===== config.mk =====
export PLATFORM = sky130hd
export DESIGN_NAME = regfile_port_arbiter
export DESIGN_NICKNAME = d
export VERILOG_FILES = /design/src/rtl/regfile_port_arbiter_pkg.sv /design/src/rtl/regfile_grant_arb.sv /design/src/rtl/regfile_port_arbiter.sv
export SDC_FILE = /design/constraint.sdc
export NUM_CORES = 1
export LEC_CHECK = 0
export ABC_AREA = 1
export ABC_CLOCK_PERIOD_IN_PS = 1700
export CAP_MARGIN = 20
export CORE_AREA = 2 2 118 120
export CTS_CLUSTER_SIZE = 14
export DETAILED_ROUTE_END_ITERATION = 16
export DIE_AREA = 0 0 120 122
export PLACE_DENSITY = 0.71
export SYNTH_ARGS = -nofsm -noshare
export SYNTH_HDL_FRONTEND = slang
export SYNTH_SLANG_ARGS = --single-unit
export TNS_END_PERCENT = 30

===== constraint.sdc =====
create_clock -name clk -period 1.7 [get_ports clk]
set_input_delay 0.34 -clock clk [delete_from_list [all_inputs] [get_ports clk]]
set_output_delay 0.34 -clock clk [all_outputs]
set_load 0.02 [all_outputs]

===== src/rtl/regfile_port_arbiter_pkg.sv =====
// Shared types and defaults for the register-file port arbiter slice.
package regfile_port_arbiter_pkg;

    localparam int DEF_ADDR_W = 5;
    localparam int DEF_DATA_W = 32;
    localparam int X0         = 0;

    typedef enum logic [1:0] {
        ST_RUN   = 2'd0,
        ST_DRAIN = 2'd1,
        ST_HALT  = 2'd2
    } arb_state_e;

endpackage


===== src/rtl/regfile_grant_arb.sv =====
// Two-requester arbiter: core has priority, but debug wins once it has been
// passed over STARVE_LIMIT consecutive times.
module regfile_grant_arb #(
    parameter int STARVE_LIMIT = 4
) (
    input  logic clk,
    input  logic rst,
    input  logic en,
    input  logic core_valid,
    input  logic dbg_valid,
    output logic core_gnt,
    output logic dbg_gnt
);

    localparam logic [3:0] LIMIT = 4'(STARVE_LIMIT);

    logic [3:0] starve_cnt;

    always_comb begin
        core_gnt = 1'b0;
        dbg_gnt  = 1'b0;
        if (en) begin
            if (dbg_valid && (!core_valid || starve_cnt == LIMIT))
                dbg_gnt = 1'b1;
            else if (core_valid)
                core_gnt = 1'b1;
        end
    end

    // A disabled arbiter (drain/halt) forgets any accumulated starvation.
    always_ff @(posedge clk) begin
        if (rst)
            starve_cnt <= '0;
        else if (!en || dbg_gnt || !dbg_valid)
            starve_cnt <= '0;
        else if (core_gnt && starve_cnt != LIMIT)
            starve_cnt <= starve_cnt + 4'd1;
    end

endmodule


===== src/rtl/regfile_port_arbiter.sv =====
// Single-port register-file master shared by the core and debug unit, with a
// RUN -> DRAIN -> HALT sequence granting debug exclusive access.
module regfile_port_arbiter
    import regfile_port_arbiter_pkg::*;
#(
    parameter int STARVE_LIMIT = 4,
    parameter int DATA_W       = DEF_DATA_W,
    parameter int ADDR_W       = DEF_ADDR_W
) (
    input  logic              clk,
    input  logic              rst,
    input  logic              core_req_valid,
    output logic              core_req_ready,
    input  logic [ADDR_W-1:0] core_rs1,
    input  logic [ADDR_W-1:0] core_rs2,
    input  logic [ADDR_W-1:0] core_rd,
    input  logic              core_rd_en,
    input  logic              core_wr_en,
    input  logic [DATA_W-1:0] core_wdata,
    output logic              core_rsp_valid,
    output logic [DATA_W-1:0] core_rsp_r1,
    output logic [DATA_W-1:0] core_rsp_r2,
    input  logic              dbg_halt,
    input  logic              dbg_req_valid,
    output logic              dbg_req_ready,
    input  logic [ADDR_W-1:0] dbg_addr,
    input  logic              dbg_we,
    input  logic [DATA_W-1:0] dbg_wdata,
    output logic              dbg_rsp_valid,
    output logic [DATA_W-1:0] dbg_rsp_data,
    output logic              halted,
    output logic [ADDR_W-1:0] rf_rs1,
    output logic [ADDR_W-1:0] rf_rs2,
    output logic [ADDR_W-1:0] rf_rd,
    output logic [DATA_W-1:0] rf_dest_val,
    output logic              rf_read_en,
    output logic              rf_write_en,
    input  logic [DATA_W-1:0] rf_r1,
    input  logic [DATA_W-1:0] rf_r2
);

    localparam logic [ADDR_W-1:0] ZERO_IDX = ADDR_W'(X0);

    arb_state_e        state, state_nxt;
    logic              arb_en, core_gnt, dbg_gnt;
    logic              core_rsp_q, dbg_rsp_q, dbg_we_q;
    logic [DATA_W-1:0] dbg_wdata_q;

    always_ff @(posedge clk) begin
        if (rst) state <= ST_RUN;
        else     state <= state_nxt;
    end

    // DRAIN and the HALT exit cycle issue nothing, so in-flight reads retire.
    always_comb begin
        state_nxt = state;
        arb_en    = 1'b0;
        case (state)
            ST_RUN: begin
                arb_en = 1'b1;
                if (dbg_halt) state_nxt = ST_DRAIN;
            end
            ST_DRAIN: state_nxt = dbg_halt ? ST_HALT : ST_RUN;
            ST_HALT: begin
                if (dbg_halt) arb_en    = 1'b1;
                else          state_nxt = ST_RUN;
            end
            default: state_nxt = ST_RUN;
        endcase
        if (rst) arb_en = 1'b0;
    end

    regfile_grant_arb #(.STARVE_LIMIT(STARVE_LIMIT)) u_arb (
        .clk       (clk),
        .rst       (rst),
        .en        (arb_en),
        .core_valid(core_req_valid && state == ST_RUN),
        .dbg_valid (dbg_req_valid),
        .core_gnt  (core_gnt),
        .dbg_gnt   (dbg_gnt)
    );

    assign core_req_ready = core_gnt;
    assign dbg_req_ready  = dbg_gnt;
    assign halted         = (state == ST_HALT);

    always_comb begin
        rf_rs1      = '0;
        rf_rs2      = '0;
        rf_rd       = '0;
        rf_dest_val = '0;
        rf_read_en  = 1'b0;
        rf_write_en = 1'b0;
        if (core_gnt) begin
            rf_rs1      = core_rs1;
            rf_rs2      = core_rs2;
            rf_rd       = core_rd;
            rf_dest_val = core_wdata;
            rf_read_en  = core_rd_en;
            rf_write_en = core_wr_en && (core_rd != ZERO_IDX);
        end else if (dbg_gnt) begin
            rf_rs1      = dbg_addr;
            rf_rd       = dbg_addr;
            rf_dest_val = dbg_wdata;
            rf_read_en  = !dbg_we;
            rf_write_en = dbg_we && (dbg_addr != ZERO_IDX);
        end
    end

    always_ff @(posedge clk) begin
        if (rst) begin
            core_rsp_q  <= 1'b0;
            dbg_rsp_q   <= 1'b0;
            dbg_we_q    <= 1'b0;
            dbg_wdata_q <= '0;
        end else begin
            core_rsp_q <= core_gnt && core_rd_en;
            dbg_rsp_q  <= dbg_gnt;
            if (dbg_gnt) begin
                dbg_we_q    <= dbg_we;
                dbg_wdata_q <= dbg_wdata;
            end
        end
    end

    // Responses are masked while rst is held so an in-flight op never surfaces.
    assign core_rsp_valid = core_rsp_q && !rst;
    assign core_rsp_r1    = rf_r1;
    assign core_rsp_r2    = rf_r2;
    assign dbg_rsp_valid  = dbg_rsp_q && !rst;
    assign dbg_rsp_data   = dbg_we_q ? dbg_wdata_q : rf_r1;

endmodule


After elaboration in Yosys (flattened, before gate mapping)
Index checks and enable logic that the tools add are counted.
Storage, ports and cells
  register bits after elaboration: 41
  bits in writable memories: 0
  memories kept: 0
  output and inout port bits: 150
  memory bits (read-only): 0
  bits in latches: 0
  word-level logic and storage cells: 57
  bits of input ports: 156
Operators by class
  magnitude comparators: 0
  shift-type cells: 0
  add/subtract/negate cells: 1
  bitwise operators: 0
  $mul: 0
  multiplexer cells: 23
  equal/unequal tests: 6
  reductions and logical operators: 21
  divide/modulo/power cells: 0
Operator list (count)
  two-way mux 32 bit: 3
  two-way mux 5 bit: 4
  two-way mux 1 bit: 11
  nonzero test 5 bit: 2
  logical AND 1 bit: 8
  two-way mux 2 bit: 3
  one-hot mux 2 bit (3 select lines): 1
  zero test 1 bit: 5
  adder 4 x 1 -> 4 bit, second input constant: 1
  equality test 4 x 3 -> 1 bit, second input constant: 1
  inequality test 2 bit, second input constant: 2
  inequality test 4 x 3 -> 1 bit, second input constant: 1
  logical OR 1 bit: 3
  equality test 2 x 1 -> 1 bit, second input constant: 1
  equality test 2 bit, second input constant: 1
  zero test 2 bit: 1
  one-hot mux 1 bit (2 select lines): 1
  AND reduction 2 bit: 1
  OR reduction 2 bit: 1

Logic depth before layout (Yosys ltp)
Gate-level depths: netlist of run 1.
  depth in word-level cells: 10
  mapped depth: 9

Hierarchy
From an unflattened synthesis of run 1, not the netlist that was laid out.
Unflattened totals
  cells, all modules: 420
  area, all modules: 3106.7 sq um
Modules (own cells, without submodules)
  regfile_port_arbiter: instances 1, area an instance 2899.0 sq um, cells each 393, sequential area each 740.7 sq um
  regfile_grant_arb: instances 1, area an instance 207.7 sq um, cells each 27, sequential area each 80.1 sq um

Least setup slack after synthesis of run 1
No wires, ideal clock.
  path type: flip-flop to output port
  start: register u_arb.starve_cnt[0]
  end: output rf_rs2[0]
  cell stages (with the launch flop): 8
  arrival: 1.464 ns
  path slack: -0.104 ns
  required time: 1.360 ns
  cells stage by stage: dfxtp_1 inv_1 ha_1 nand3b_1 nor2_1 nor2_4 inv_1 nor2_1
Between the ends
  cells in the longest elaborated chain, start to end: 6
Ends and longest elaborated chain
  from (decl): line regfile_grant_arb.sv:17  | logic [3:0] starve_cnt;
  from (signal assigned): line regfile_grant_arb.sv:37  | starve_cnt <= starve_cnt + 4'd1;
  equality test 4 x 3 -> 1 bit: line regfile_grant_arb.sv:23  | if (dbg_valid && (!core_valid || starve_cnt == LIMIT))
  logical OR 1 bit: line regfile_grant_arb.sv:23
  logical AND 1 bit: line regfile_grant_arb.sv:23
  two-way mux 1 bit: line regfile_grant_arb.sv:23
  two-way mux 1 bit: line regfile_grant_arb.sv:22  | if (en) begin
  two-way mux 5 bit: line regfile_port_arbiter.sv:94  | if (core_gnt) begin
  to (decl): line regfile_port_arbiter.sv:33  | output logic [ADDR_W-1:0] rf_rs2,
Every way passes these cells.

Final worst setup path of run 1
  start: register u_arb.starve_cnt[1]
  end: output rf_read_en
Between the ends
  cells in the longest elaborated chain, start to end: 7
  elaborated cells on any way between the ends: 9
Ends and longest elaborated chain
  equality test 4 x 3 -> 1 bit *: line regfile_grant_arb.sv:23
  logical OR 1 bit *: line regfile_grant_arb.sv:23
  logical AND 1 bit *: line regfile_grant_arb.sv:23
  two-way mux 1 bit: line regfile_grant_arb.sv:23
  two-way mux 1 bit: line regfile_grant_arb.sv:22
  two-way mux 1 bit: line regfile_port_arbiter.sv:101  | end else if (dbg_gnt) begin
  two-way mux 1 bit *: line regfile_port_arbiter.sv:94
  to (decl): line regfile_port_arbiter.sv:36  | output logic rf_read_en,
Every way passes the cells marked *; elsewhere a longest branch is shown, timed or not.

==> results.yml, run 1 <==
yosys:
  synth-async-reset-ratio: 0
  yosysSeqAreaShare: 0.2783
  syn_inst: 412
  synth_largest_type_area_fraction: 0.2783
  post_synth_most_frequent_cells: "nand2_1, buf_4, dfxtp_1"
  ys_top_cells_by_area: "dfxtp_1, buf_4, nand2_1"
  synth-warning-count: 0
  syn_area_um2: 2949
  yosys_most_used_dff: "dfxtp_1"
  synth.most_common_cell: "nand2_1"
  number_of_flops_mapped_to_enable_cells_by_yosys: 0
  syn-mean-instance-area_um2: 7.158
  synth.largest_area_cell: "dfxtp_1"
  synth.distinct_cells: 21
  postSynthNetCount: 570
  ys_seq_elements: 41
sta:
  hold_viol_final: 0
  slew_headroom: 0.7882
  timing.final.setup_violations: 51
  finalHoldWorstSlack_ns: 0.4582
  finalCritPeriodShare: 1.207
  report.final.slew_viol_count: 0
  final_critical_path_setup_slack_ns: -0.3520
  minimum_period_implied_by_the_final_worst_setup_slack_ns: 2.052
  fin_worst_skew_ns: 0.005786
  timing.fmax_mhz: 487.3
  timing_worst_slew_pin_value_ns: 0.3176
  rsz_0062_raised_after_global_routing: "true"
routing:
  num_vias: 3557
  detail_route.wirelength.met1_mm: 4.504
  drt_iter0_markers: 72
  avgViaCountPerCell: 4.296
  met3_wirelength_um: 829
  drt-total-wl_mm: 12.74
  highest-signal-layer: "met4"
  route.antenna.remaining_nets: 0
  met2_length_mm: 6.984
  detailedRoute.firstPassIterationCount: 4
  drc: 0
  detail_route.wl_per_cell_um: 15.38
final_layout:
  finish.cell_count_without_fillers: 828
  post_synthesis_to_final_layout_area_growth_pct: 114.4
  final_layout_size_suffix_gt1_frac: 0.4938
  post-route-cell-area_um2: 6324
  num_antenna_cells: 0
  num-fill-cells: 1320
  num-nets-final: 805
power:
  seqPwrFrac: 0.286
  switching_share: 0.3169
  power.net_switching_w: 0.001128
  internal-power_w: 0.002431
  power_density_nw_per_um2: 562.7
  vdd.ir_drop.worst_mv: 0.4481
  total_leakage_power_nw: 2.922
  power.share.combinational: 0.434
  fin_total_pwr_w: 0.003558
  power_frac_clock: 0.280
grt:
  grt_pass1_wl_mm: 18.68
  grt_remaining_overflow: 0
  grt_start_max_net_pins: 37
  first_global_vias: 3540
  global_route.usage.total: 0.1655
  antenna_found_initial: 0
critical_path:
  setup.worst_path.class: "flip-flop to primary output"
  kind_of_capture_point_of_the_worst_setup_path: "primary output"
  critical_path.max_stage_delay_ns: 0.32
  cp_data_arrival_time_ns: 1.71
  cpLargestDelayFamily: "buffers and inverters"
  worstSetupStartpointType: "flip-flop"
  critical_path_peak_fanout: 9
  path_buf_inv: 4
  critical-path-slowest-cell: "dfxtp_2"
  critPathRequiredTime_ns: 1.36
  worstPathCellList: "inv_2 > ha_4 > nand3b_1 > buf_6 > nand2_8 > buf_16 > nand3b_1 > nand2_1 > buf_6"
die:
  die_w_um: 120
  die_h_um: 122
  floorplan.die_area_um2: 14640
  std_cell_rows: 43
  initial_utilization: 0.2184
  boundaryPins: 306
  floorplan.core_area_um2: 13500
clock_network:
  htree_levels: 2
  clk_root_buffer_cell: "clkbuf_16"
  cts.clk_slew.worst_paths_ns: 0.06
  clock_path_buffers: 2
  holdBufCountCts: 0
  clkLatencyLatePin_ns: 0.28
  cts_inserted_buffers: 5
  cts_tree: "yes"
  clkSinkCount: 41
placed_design:
  placed_cell_area_um2: 5528
  place_congestion: 0.7646
  numPortBuffers: 241
  detailed_place_hpwl_mm: 8.713
  post-place-cells: 805
hold_path:
  hold_path.class: "flip-flop to flip-flop"
outcome:
  violated_checks: "setup timing"
  run_status: "finished with violations"
flow_run:
  cap_violations: 0
## state kept, by name, summed over array words and instances, names as in the netlist
register / cells
dbg_wdata_q: 32
u_arb.starve_cnt: 4
state: 2
core_rsp_q: 1
dbg_we_q: 1
dbg_rsp_q: 1
## stage by stage
| stage | utilization | setup TNS (ns) | setup slack (ns) |
|---|---|---|---|
| floorplan | - | 0 | 0.009273 |
| global placement | 0.4093 | -62.33 | -0.9644 |
| detailed placement | 0.4093 | -63.80 | -0.9902 |
| CTS | 0.4514 | -16.08 | -0.3735 |
| global route | 0.4683 | -20.68 | -0.4405 |
| finish | 0.4683 | -15.83 | -0.3520 |
## layout by cell type (no fill, tap or decap), types with 5 or more instances in the layout
cell type and n:
nor2_1 11, buf_16 7, nand2_1 64, nand3_4 5
mux2_2 31, buf_12 10, inv_1 13, buf_2 23
nand2_2 44, inv_2 6, nand3_2 19, buf_4 71
nor2_4 8, dlygate4sd2_1 30, nand2_4 24, a21oi_1 33
clkbuf_16 5, dfxtp_1 37, buf_6 52, nand3_1 13
clkdlybuf4s50_1 119
## tightest hold or removal path: cells and delay by family (launching register included)
kind,cells,cell delay [ns]
simple gates,1,0.06
flops,1,0.30
compound gates,1,0.05
## routing by layer
layer / GRT usage / vias up
li1: - / 1737
met1: 0.1708 / 1634
met2: 0.3267 / 151
met3: 0.03277 / 35
met4: 0.06176 / 0
met5: 0 / -
## cell families (layout without fill, tap and decap cells)
| family | Yosys count | count (layout) | share of synthesized area |
|---|---|---|---|
| and+or+nand+nor | 196 | 196 | 0.2898 |
| buffers and inverters | 106 | 342 | 0.2393 |
| DFF | 41 | 41 | 0.2783 |
| AOI/OAI and AO/OA | 33 | 33 | 0.05600 |
| muxes | 32 | 32 | 0.1222 |
| adders and majority gates | 2 | 2 | 0.008484 |
| xor gates and xnor gates | 2 | 2 | 0.005941 |
## worst paths after layout
| path | startpoint | to | slack (ns) | cells after the start |
|---|---|---|---|---|
| max | u_arb.starve_cnt[1] | rf_read_en | -0.35 | 9 |
| min | dbg_wdata_q[27] | dbg_wdata_q[27] | 0.46 | 2 |
| max reg2reg | state[0] | u_arb.starve_cnt[0] | 0.11 | 10 |
| min reg2reg | dbg_wdata_q[27] | dbg_wdata_q[27] | 0.46 | 2 |
## what timing repair did
| item | in CTS | in global routing |
|---|---|---|
| cloned | 7 | 0 |
| pin swaps | 20 | 9 |
| setup buffers | 8 | 1 |
| resized for setup | 559 | 66 |
| endpoints found under the setup margin | 118 | 107 |
## cell type report
type | instances | area (µm²) | area share
tap | 180 | 225.2 | 0.03562
timing repair buffer | 313 | 3095 | 0.4895
clock inverter | 1 | 5.005 | 0.0007915
multi-input combinational | 265 | 1921 | 0.3037
inverter | 21 | 96.34 | 0.01524
clock buffer | 7 | 152.6 | 0.02414
sequential | 41 | 828.3 | 0.1310
## power groups by stage
stage,clock [W],sequential (W),combinational (W)
finish,0.000997,0.00102,0.00154
global route,0.00107,0.00102,0.00163
CTS,0.00105,0.00102,0.00149
detailed placement,0,0.00104,0.00137
global placement,0,0.00104,0.00136
floorplan,0,0.00103,0.000725
Note: power is estimated with default switching activity, not from simulation.
==> run 2: changes to the inputs <==
--- a/config.mk
+++ b/config.mk
@@ -6,7 +6,7 @@
 export NUM_CORES = 1
 export LEC_CHECK = 0
 export ABC_AREA = 1
-export ABC_CLOCK_PERIOD_IN_PS = 1700
+export ABC_CLOCK_PERIOD_IN_PS = 1750
 export CAP_MARGIN = 20
 export CORE_AREA = 2 2 118 120
 export CTS_CLUSTER_SIZE = 14
==> constraint.sdc (replaced) <==
create_clock -name clk -period 1.75 [get_ports clk]
set_input_delay 0.35 -clock clk [delete_from_list [all_inputs] [get_ports clk]]
set_output_delay 0.35 -clock clk [all_outputs]
set_load 0.02 [all_outputs]
==> results.yml, run 2 (synthesis gave the netlist of run 1 again) <==
routing:
  avgViaCountPerCell: 4.208
  detailedRoute.firstPassIterationCount: 4
  num_vias: 3467
  route.antenna.remaining_nets: 0
  detail_route.wl_per_cell_um: 14.45
  drt_iter0_markers: 87
  drc: 0
  drt-total-wl_mm: 11.91
critical_path:
  kind_of_capture_point_of_the_worst_setup_path: "primary output"
  critical_path_peak_fanout: 7
  critPathRequiredTime_ns: 1.40
  cp_data_arrival_time_ns: 1.78
  worstSetupStartpointType: "flip-flop"
  setup.worst_path.class: "flip-flop to primary output"
power:
  total_leakage_power_nw: 2.691
  switching_share: 0.3086
  power_density_nw_per_um2: 567.3
  power_frac_clock: 0.292
  vdd.ir_drop.worst_mv: 0.2854
  power.share.combinational: 0.411
  internal-power_w: 0.002300
  power.net_switching_w: 0.001026
  seqPwrFrac: 0.297
placed_design:
  place_congestion: 0.8078
  preCtsSetupSlack_ns: -0.9292
  numPortBuffers: 241
  post-place-cells: 803
  detailed_place_hpwl_mm: 8.843
final_layout:
  num-nets-final: 801
  most-common-layout-cells: "clkdlybuf4s50_1, nand2_1, buf_4"
  flip_flop_count_of_the_largest_register_after_layout: 32
  mostFrequentLayoutCell: "clkdlybuf4s50_1"
  final_layout_size_suffix_gt1_frac: 0.4208
  largest_register: "dbg_wdata_q"
  finish.cell_count_without_fillers: 824
  num_antenna_cells: 0
  largestRegisters: "dbg_wdata_q (32), u_arb.starve_cnt (4), state (2)"
  post_synthesis_to_final_layout_area_growth_pct: 98.81
grt:
  global_route.usage.total: 0.1500
  grt_start_max_net_pins: 37
  antenna_found_initial: 0
  grt_remaining_overflow: 0
  grt_pass1_wl_mm: 17.26
  first_global_vias: 3362
sta:
  timing_worst_slew_pin_value_ns: 0.3011
  hold_viol_final: 0
  rsz_0062_raised_after_global_routing: "true"
  slew_headroom: 0.7993
  finalCritPeriodShare: 1.220
  timing.final.setup_violations: 51
  report.final.slew_viol_count: 0
  fin_worst_skew_ns: 0.009084
  minimum_period_implied_by_the_final_worst_setup_slack_ns: 2.135
  final_critical_path_setup_slack_ns: -0.3847
  timing.fmax_mhz: 468.5
clock_network:
  clkLatencyLatePin_ns: 0.28
  clock_path_buffers: 2
  cts.clk_slew.worst_paths_ns: 0.06
  htree_levels: 2
  clk_root_buffer_cell: "clkbuf_16"
  clkSinkCount: 41
  cts_inserted_buffers: 5
  holdBufCountCts: 0
  cts_tree: "yes"
outcome:
  violated_checks: "setup timing"
  run_status: "finished with violations"
flow_run:
  cap_violations: 0
hold_path:
  hold_path.class: "flip-flop to flip-flop"
die:
  floorplan.core_area_um2: 13500
  std_cell_rows: 43
  floorplan.die_area_um2: 14640
  die_w_um: 120
  initial_utilization: 0.2184
  die_h_um: 122
  boundaryPins: 306
-- run 2: cell types whose count changed in the layout (fill, tap and decap cells not counted), moves of 5 or more --
cell	before	now
nand2_2	44	35
buf_2	23	33
nand2_1	64	91
nand3_1	13	24
nand2_4	24	6
nand3_2	19	11
buf_16	7	1
nor2_1	11	16
buf_4	71	65
nor2_4	8	3
-- run 2: repair_timing --
item | in CTS | in global routing
pin swaps | 2 | 14
setup endpoints to repair | 118 | 82
cloned | 2 | 1
buffers inserted | 7 | 4
resized for setup | 467 | 76
-- run 2: layout make-up --
type                    instances  area (µm²)
flip-flops and latches         41       827.0
repair buffers                309        2938
clock buffers                   7       152.6
inverters                      21       81.33
multi-input cells             265        1634
well taps                     180       225.2
clock inverters                 1       5.005
fillers                      1376        7641
-- run 2: routing by layer --
layer / global-route usage / share of wire
met1: 0.1671 / 0.38
met2: 0.2695 / 0.51
met3: 0.04260 / 0.078
met4: 0.05882 / 0.028
met5: 0 / 0
-- run 2: path summary, 6_finish.rpt --
check	start	end	slack, ns	depth (start not counted)
max reg2reg	u_arb.starve_cnt[1]	dbg_wdata_q[18]	0.13	10
min reg2reg	dbg_wdata_q[2]	dbg_wdata_q[2]	0.46	2
min	dbg_wdata_q[2]	dbg_wdata_q[2]	0.46	2
max	u_arb.starve_cnt[1]	rf_write_en	-0.38	11
-- run 2: worst max-delay path, stage by stage, from the launching register on --
cell	delay, ns
dfxtp_2	0.32
inv_2	0.04
ha_2	0.15
nand3b_1	0.13
nor2_2	0.18
nor2_4	0.05
buf_6	0.13
buf_12	0.12
buf_12	0.14
nand3_2	0.06
nand2_2	0.05
buf_6	0.13
-- run 2: through the flow --
step / hold slack, ns / total power, W / cell area [µm²] / utilization / TNS, ns
after floorplan: 0.4259 / 0.001697 / 2952 / - / -0.2388
after CTS: 0.4554 / 0.003293 / 5569 / 0.4124 / -15.58
final: 0.4599 / 0.003326 / 5863 / 0.4342 / -14.80
after global placement: 0.4473 / 0.002312 / 5472 / 0.4052 / -57.11
after detailed placement: 0.4503 / 0.002320 / 5472 / 0.4052 / -58.19
after global routing: 0.4803 / 0.003487 / 5863 / 0.4342 / -19.71
-- run 2: power groups by stage --
stage	Combinational, W	Clock (W)	Sequential (W)
floorplan	0.000695	0	0.00100
global placement	0.00130	0	0.00101
detailed placement	0.00131	0	0.00101
CTS	0.00129	0.00101	0.000989
global route	0.00145	0.00105	0.000993
finish	0.00137	0.000970	0.000989
